==> config.mk <==
export PLATFORM = sky130hd
export DESIGN_NAME = addsub_pipe_ctrl
export DESIGN_NICKNAME = d
export VERILOG_FILES = /design/src/rtl/addsub_pipe_ctrl.sv
export SDC_FILE = /design/constraint.sdc
export NUM_CORES = 1
export LEC_CHECK = 0
export CAP_MARGIN = 15
export CORE_MARGIN = 3
export CORE_UTILIZATION = 40
export CTS_BUF_LIST = sky130_fd_sc_hd__clkbuf_4
export CTS_CLUSTER_DIAMETER = 120
export DETAILED_ROUTE_END_ITERATION = 12
export PLACE_DENSITY = 0.69
export SYNTH_ARGS = -nofsm -noshare
export SYNTH_HDL_FRONTEND = slang
export SYNTH_SLANG_ARGS = --single-unit
export TNS_END_PERCENT = 20
==> constraint.sdc <==
create_clock -name clk -period 2.29 [get_ports clk]
set_clock_uncertainty 0.15 [all_clocks]
set_input_delay 0.3435 -clock clk [delete_from_list [all_inputs] [get_ports clk]]
set_output_delay 0.3435 -clock clk [all_outputs]
set_load 0.005 [all_outputs]
==> src/rtl/addsub_pipe_ctrl.sv <==
// addsub_pipe_ctrl
//   Add/subtract pipeline controller for an external 32-bit carry-lookahead
//   adder. Requests are captured in a single operand stage (S1). S1 drives the
//   adder. The combinational adder result is written into a 2-entry output
//   FIFO. A sticky overflow flag and a delivered-result counter are kept.
//
// Ports
//   clk, rst_n                 clock, async active-low reset
//   in_valid/in_ready          request handshake
//   in_a, in_b, in_op, in_tag  operands, op (0 = a+b, 1 = a-b), opaque tag
//   add_a, add_b, add_cin      operands to the external adder
//   add_sum, add_ovf           combinational adder result
//   out_valid/out_ready        result handshake
//   out_sum, out_ovf,
//   out_zero, out_tag          head-of-FIFO result fields
//   ovf_clr, ovf_sticky        sticky overflow clear / flag
//   res_cnt                    delivered-result count, wraps
module addsub_pipe_ctrl (
  input  logic        clk,
  input  logic        rst_n,
  input  logic        in_valid,
  output logic        in_ready,
  input  logic [31:0] in_a,
  input  logic [31:0] in_b,
  input  logic        in_op,
  input  logic [3:0]  in_tag,
  output logic [31:0] add_a,
  output logic [31:0] add_b,
  output logic        add_cin,
  input  logic [31:0] add_sum,
  input  logic        add_ovf,
  output logic        out_valid,
  input  logic        out_ready,
  output logic [31:0] out_sum,
  output logic        out_ovf,
  output logic        out_zero,
  output logic [3:0]  out_tag,
  input  logic        ovf_clr,
  output logic        ovf_sticky,
  output logic [15:0] res_cnt
);

  logic        s1_valid;
  logic [31:0] s1_a;
  logic [31:0] s1_b;
  logic        s1_op;
  logic [3:0]  s1_tag;

  logic [31:0] fifo_sum  [2];
  logic        fifo_ovf  [2];
  logic        fifo_zero [2];
  logic [3:0]  fifo_tag  [2];
  logic        wr_ptr;
  logic        rd_ptr;
  logic [1:0]  count;

  logic out_xfer;
  logic s1_adv;
  logic in_xfer;

  always_comb begin
    out_valid = (count != 2'd0);
    out_xfer  = out_valid & out_ready;
    // S1 may drain into a full FIFO only when the head leaves on the same edge.
    s1_adv    = s1_valid & ((count != 2'd2) | out_xfer);
    in_ready  = ~s1_valid | s1_adv;
    in_xfer   = in_valid & in_ready;

    add_a   = 32'd0;
    add_b   = 32'd0;
    add_cin = 1'b0;
    if (s1_valid) begin
      add_a   = s1_a;
      add_b   = s1_op ? ~s1_b : s1_b;
      add_cin = s1_op;
    end

    // Result fields read zero while the FIFO is empty so stale entries never
    // show up after a drain or a reset.
    out_sum  = 32'd0;
    out_ovf  = 1'b0;
    out_zero = 1'b0;
    out_tag  = 4'd0;
    if (out_valid) begin
      out_sum  = fifo_sum[rd_ptr];
      out_ovf  = fifo_ovf[rd_ptr];
      out_zero = fifo_zero[rd_ptr];
      out_tag  = fifo_tag[rd_ptr];
    end
  end

  always_ff @(posedge clk or negedge rst_n) begin
    if (!rst_n) begin
      s1_valid <= 1'b0;
      s1_a     <= 32'd0;
      s1_b     <= 32'd0;
      s1_op    <= 1'b0;
      s1_tag   <= 4'd0;
    end else if (in_xfer) begin
      s1_valid <= 1'b1;
      s1_a     <= in_a;
      s1_b     <= in_b;
      s1_op    <= in_op;
      s1_tag   <= in_tag;
    end else if (s1_adv) begin
      s1_valid <= 1'b0;
    end
  end

  always_ff @(posedge clk or negedge rst_n) begin
    if (!rst_n) begin
      for (int i = 0; i < 2; i++) begin
        fifo_sum[i]  <= 32'd0;
        fifo_ovf[i]  <= 1'b0;
        fifo_zero[i] <= 1'b0;
        fifo_tag[i]  <= 4'd0;
      end
      wr_ptr <= 1'b0;
      rd_ptr <= 1'b0;
      count  <= 2'd0;
    end else begin
      if (s1_adv) begin
        fifo_sum[wr_ptr]  <= add_sum;
        fifo_ovf[wr_ptr]  <= add_ovf;
        fifo_zero[wr_ptr] <= (add_sum == 32'd0);
        fifo_tag[wr_ptr]  <= s1_tag;
        wr_ptr            <= ~wr_ptr;
      end
      if (out_xfer) begin
        rd_ptr <= ~rd_ptr;
      end
      case ({s1_adv, out_xfer})
        2'b10:   count <= count + 2'd1;
        2'b01:   count <= count - 2'd1;
        default: count <= count;
      endcase
    end
  end

  always_ff @(posedge clk or negedge rst_n) begin
    if (!rst_n) begin
      ovf_sticky <= 1'b0;
      res_cnt    <= 16'd0;
    end else begin
      // A push carrying an overflow takes priority over a clear on the same edge.
      if (s1_adv && add_ovf) begin
        ovf_sticky <= 1'b1;
      end else if (ovf_clr) begin
        ovf_sticky <= 1'b0;
      end
      if (out_xfer) begin
        res_cnt <= res_cnt + 16'd1;
      end
    end
  end

endmodule

**After elaboration in Yosys (flattened, before gate mapping)**

Cells that the tools add are included.

- Muxes and demuxes: 35
- Equality and inequality tests: 3
- Order comparisons: 3
- Reduce and logical (&&, ||, !) cells: 7
- Bitwise operators: 11
- $add $sub $neg: 3

Operators with widths:

| operator | number |
|---|---|
| 2-to-1 mux 32 bit | 8 |
| bitwise mux 64 bit | 1 |
| demux 32 bit (select 1 bit) | 1 |
| zero test 32 bit | 1 |
| inverter 32 bit | 1 |
| 2-to-1 mux 4 bit | 5 |
| adder 16 x 1 -> 16 bit (second input constant) | 1 |
| 2-to-1 mux 1 bit | 14 |
| bitwise mux 8 bit | 1 |
| nonzero test 2 bit | 4 |
| bitwise mux 2 bit | 2 |
| demux 4 bit (select 1 bit) | 1 |
| greater-or-equal comparator 2 bit (second input constant) | 2 |
| inverter 1 -> 2 bit | 2 |
| one-hot mux 2 bit (2 select lines) | 1 |
| AND 1 bit | 3 |
| inverter 1 bit | 3 |
| adder 2 x 1 -> 2 bit (second input constant) | 1 |
| equality test 2 x 1 -> 1 bit (second input constant) | 1 |
| equality test 2 bit (second input constant) | 1 |
| logical AND 1 bit | 2 |
| < comparator 2 x 1 -> 1 bit (second input constant) | 1 |
| != test 2 bit (second input constant) | 1 |
| OR 1 bit | 2 |
| other kinds (2) | 2 |

- Bits in registers: 167
- Input port bits: 107
- Output and inout port bits: 122
- Logic and storage cells: 80

**Longest topological paths before layout**

Gate-level depths: netlist (run 1).

- Depth in word-level cells: 7
- Depth in mapped cells: 7

**Worst setup path after synthesis (run 1)**

Ideal clock, no wire load.

- Kind: register to output
- From: register count[0]
- To: output port out_sum[24]
- Arrival: 1.311 ns
- Cell stages (with the launch flop): 6
- Path buffers: 3
- Slack: 0.485 ns
- Cells stage by stage: dfrtp_1 -> buf_2 -> nor2_1 -> clkbuf_1 -> buf_1 -> nor2_1

- Longest elaborated chain between the ends: 2

RTL lines:

| what | RTL line | source |
|---|---|---|
| start: declaration | 55 | `logic [1:0] count;` |
| start signal: assignment | 133 | `2'b10: count <= count + 2'd1;` |
| start signal: assignment | 134 | `2'b01: count <= count - 2'd1;` |
| start signal: assignment | 135 | `default: count <= count;` |
| nonzero test 2 bit | 62 | `out_valid = (count != 2'd0);` |
| 2-to-1 mux 32 bit | 84 | `if (out_valid) begin` |
| end: declaration | 34 | `output logic [31:0] out_sum,` |

No other way between the ends.

**Worst setup path after layout (run 1)**

- From: register rd_ptr
- To: output port out_sum[1]

- Longest elaborated chain between the ends: 5

RTL lines:

| what | RTL line | source |
|---|---|---|
| start: declaration | 54 | `logic rd_ptr;` |
| start signal: assignment | 130 | `rd_ptr <= ~rd_ptr;` |
| inverter 1 -> 2 bit (implied by the code) | 85 | `out_sum = fifo_sum[rd_ptr];` |
| 2-to-1 mux 32 bit (implied by the code) (3 in series) | 85 |  |
| 2-to-1 mux 32 bit | 84 |  |

No other way between the ends. The select of a mux whose other input is x is not followed.

==> reports/qor.csv, run 1 <==
metric;value;unit
outcome;finished with violations;
final setup margin;-0.131;ns
Worst setup SP type;flip-flop;
WP data arrival;1.93;ns
IO Pins;229;
Synth async-reset ratio;1.00;
Die Y;146;um
end-of-flow core utilization;0.591;
Crit. path cell count;7;
RSZ-0062 raised after global routing;yes;
HPWL after DPL;13.7;mm
Placement Setup Slack;0.108;ns
critical-path maximum fanout;4;
synth warn;0;
GR Util All Layers;0.193;
#FFs+latches synth;167;
first-pass GRT wire length;33.1;mm
failing checks;negative setup slack;
vias in the first global route;6149;
final hold viol count;0;
delay-heaviest family, CP;buffers and inverters;
Core Area;19000;um^2
Vias;5492;
CP peak stage delay;0.45;ns
antenna violations before repair;0;
register area share after synthesis;0.533;
relative slew slack;0.633;
cell repeated most along the worst path;buf_6;
Synth area leaders;dfrtp_1 53%, mux2_2 18%, and2_1 5.3%;
EDFF count, synth;0;
initial core utilization;0.414;
PD cells;1080;nW/um^2
Leak Pwr;5.11;nW
Yosys top cell area share;0.533;
reg2reg end;fifo_sum[8]$_DFFE_PN0P_;
fill count;1553;
Die Area;21300;um^2
final slew viol count;0;
CTS tree;yes;
DP Area;10600;um^2
Layout Nets;975;
synthesized area;7840;um^2
crit path kind;flip-flop to primary output;
final instance count without filler cells;1140;
Ant. Diodes;0;
Total Wirelength;20.5;mm
R2R setup slack;0.32;ns
wire per inst;18.0;um
remaining antenna violation count after routing;0;
Iter 0 DRT Violations;169;
Mapped Cells;601;
most frequent cells in the layout;163 x dfrtp_1, 141 x clkdlybuf4s50_1, 123 x mux2_2;
dpl cells;1074;
Num CTS Buffers;17;
area grow syn2layout;43.0;%
clock slew at reported path FFs;0.15;ns
setup TNS;-1.00;ns
reg-to-reg startpoint;s1_valid$_DFFE_PN0P_;
Reg2Reg Depth;6;
Core Rows;50;
clk sinks;167;
Max VDD drop;422;uV
root buffer cell;clkbuf_4;
DR vias/cell;4.82;
worst hold slack;0.135;ns
Synth cell types;37;
Overflow after GRT;0;
Tcrit/Tclk final;1.06;
Setup crit end kind;primary output;
CP Buf/Inv Count;5;
Top FF cell, synth;dfrtp_1;
Clock Path Buffers;2;
synthesized net count;709;
Final setup viols;33;
Pre-antenna DRT Iters;4;
Yosys top cell by area;dfrtp_1;
share of cells above drive strength 1;0.361;
Die W;146;um
Crit path required time;1.80;ns
worst skew pair latency;0.56;ns
GPL Wtd Cong;0.785;
largest net degree at the start of global routing;74;
final routed DRC violation total;0;
CP max-delay cell;dfrtp_2;
Port Buffers;228;
H-Tree Depth;4;
cells along the critical path;buf_6, buf_12, buf_8, buf_6, mux2i_1, nor2_1, buf_2;
min-delay worst type;input pin to async pin;
number of max-cap violations;0;
Design Area, Final;11200;um^2
min Tclk post-route;2.42;ns
worst slew pin tran;0.551;ns
most common cell after layout, fill and taps aside;dfrtp_1;
Peak Freq;413;MHz
Design Power;12.1;mW
Mapped Avg Cell Area;13.0;um^2
layout make-up:
| class | instances | area, um^2 | area share |
|---|---|---|---|
| Tap cell | 260 | 325 | 0.0290 |
| Clock inverter | 15 | 211 | 0.0189 |
| Clock buffer | 17 | 128 | 0.0114 |
| Sequential cell | 167 | 4180 | 0.373 |
| Timing Repair Buffer | 285 | 2880 | 0.257 |
| Inverter | 5 | 18.8 | 0.00167 |
| Multi-Input combinational cell | 391 | 3460 | 0.309 |
where the power goes:
group / switching [mW] / total, mW / internal (mW)
Sequential: 0.577 / 4.47 / 3.89
Clock: 1.11 / 2.01 / 0.897
Combinational: 2.20 / 5.59 / 3.38
Total: 3.89 / 12.1 / 8.17
repair_timing:
item / in CTS / in global routing
cloned: 10 / 1
hold buffers: 1 / 0
gates resized for setup: 272 / 40
endpoints found under the setup margin: 105 / 104
endpoints found under the hold margin: 58 / 0
pin swaps: 20 / 33
buffers inserted: 19 / 4
worst max-delay path by stage:
stage	slack (ns)	startpoint	end
6_report	-0.13	rd_ptr$_DFFE_PN0P_	out_sum[1]
3_5_place_dp	0.11	out_ready	s1_a[5]$_DFFE_PN0P_
2_1_floorplan	0.49	count[0]$_DFFE_PN0P_	out_sum[24]
4_1_cts	-0.22	s1_valid$_DFFE_PN0P_	add_a[31]
5_1_grt	-0.24	rd_ptr$_DFFE_PN0P_	out_sum[1]
3_3_place_gp	0.13	out_ready	fifo_sum[48]$_DFFE_PN0P_
cell usage after synthesis (2+ instances only):
cell	instances
buf_6	6
and3_1	2
buf_2	12
xnor2_1	14
and2_1	66
mux2i_1	38
nor3_1	3
xor2_1	35
nor2_1	44
mux2_4	20
nor4_1	8
clkbuf_1	13
nand4_1	4
buf_4	6
nand2_1	8
inv_1	4
nand3_1	6
mux2_1	3
o21ai_0	3
mux2_2	123
dfrtp_1	167
logic make-up after synthesis:
| logic type | Yosys count | synth area share |
|---|---|---|
| buffers and inverters | 43 | 0.0311 |
| muxes | 184 | 0.268 |
| AOI/OAI and AO/OA | 9 | 0.00958 |
| and+or+nand+nor | 148 | 0.102 |
| xor gates and xnor gates | 49 | 0.0547 |
| adders and majority gates | 1 | 0.00160 |
| DFF | 167 | 0.533 |
registers in the layout (all words and copies together) (netlist names), 4 cells and up:
signal and count:
fifo_sum 64, s1_a 32, s1_b 32, res_cnt 16
fifo_tag 8, s1_tag 4
routing by layer:
metal  vias up  part of all wire  global-route usage  wire [um]
li1       2583                 -                   -          -
met1      2718              0.43               0.241       8870
met2       177              0.49               0.330      10000
met3        14             0.073              0.0638       1490
met4         0            0.0077              0.0423        158
met5         -                 0                   0          0
(Power assumes the default switching activity.)
==> inputs of run 2 (changes only) <==
Settings changed: CTS_CLUSTER_DIAMETER 120 to 200.
==> results of run 2 <==
Same layout as run 1: the final DEF is identical, and so are final timing and power.
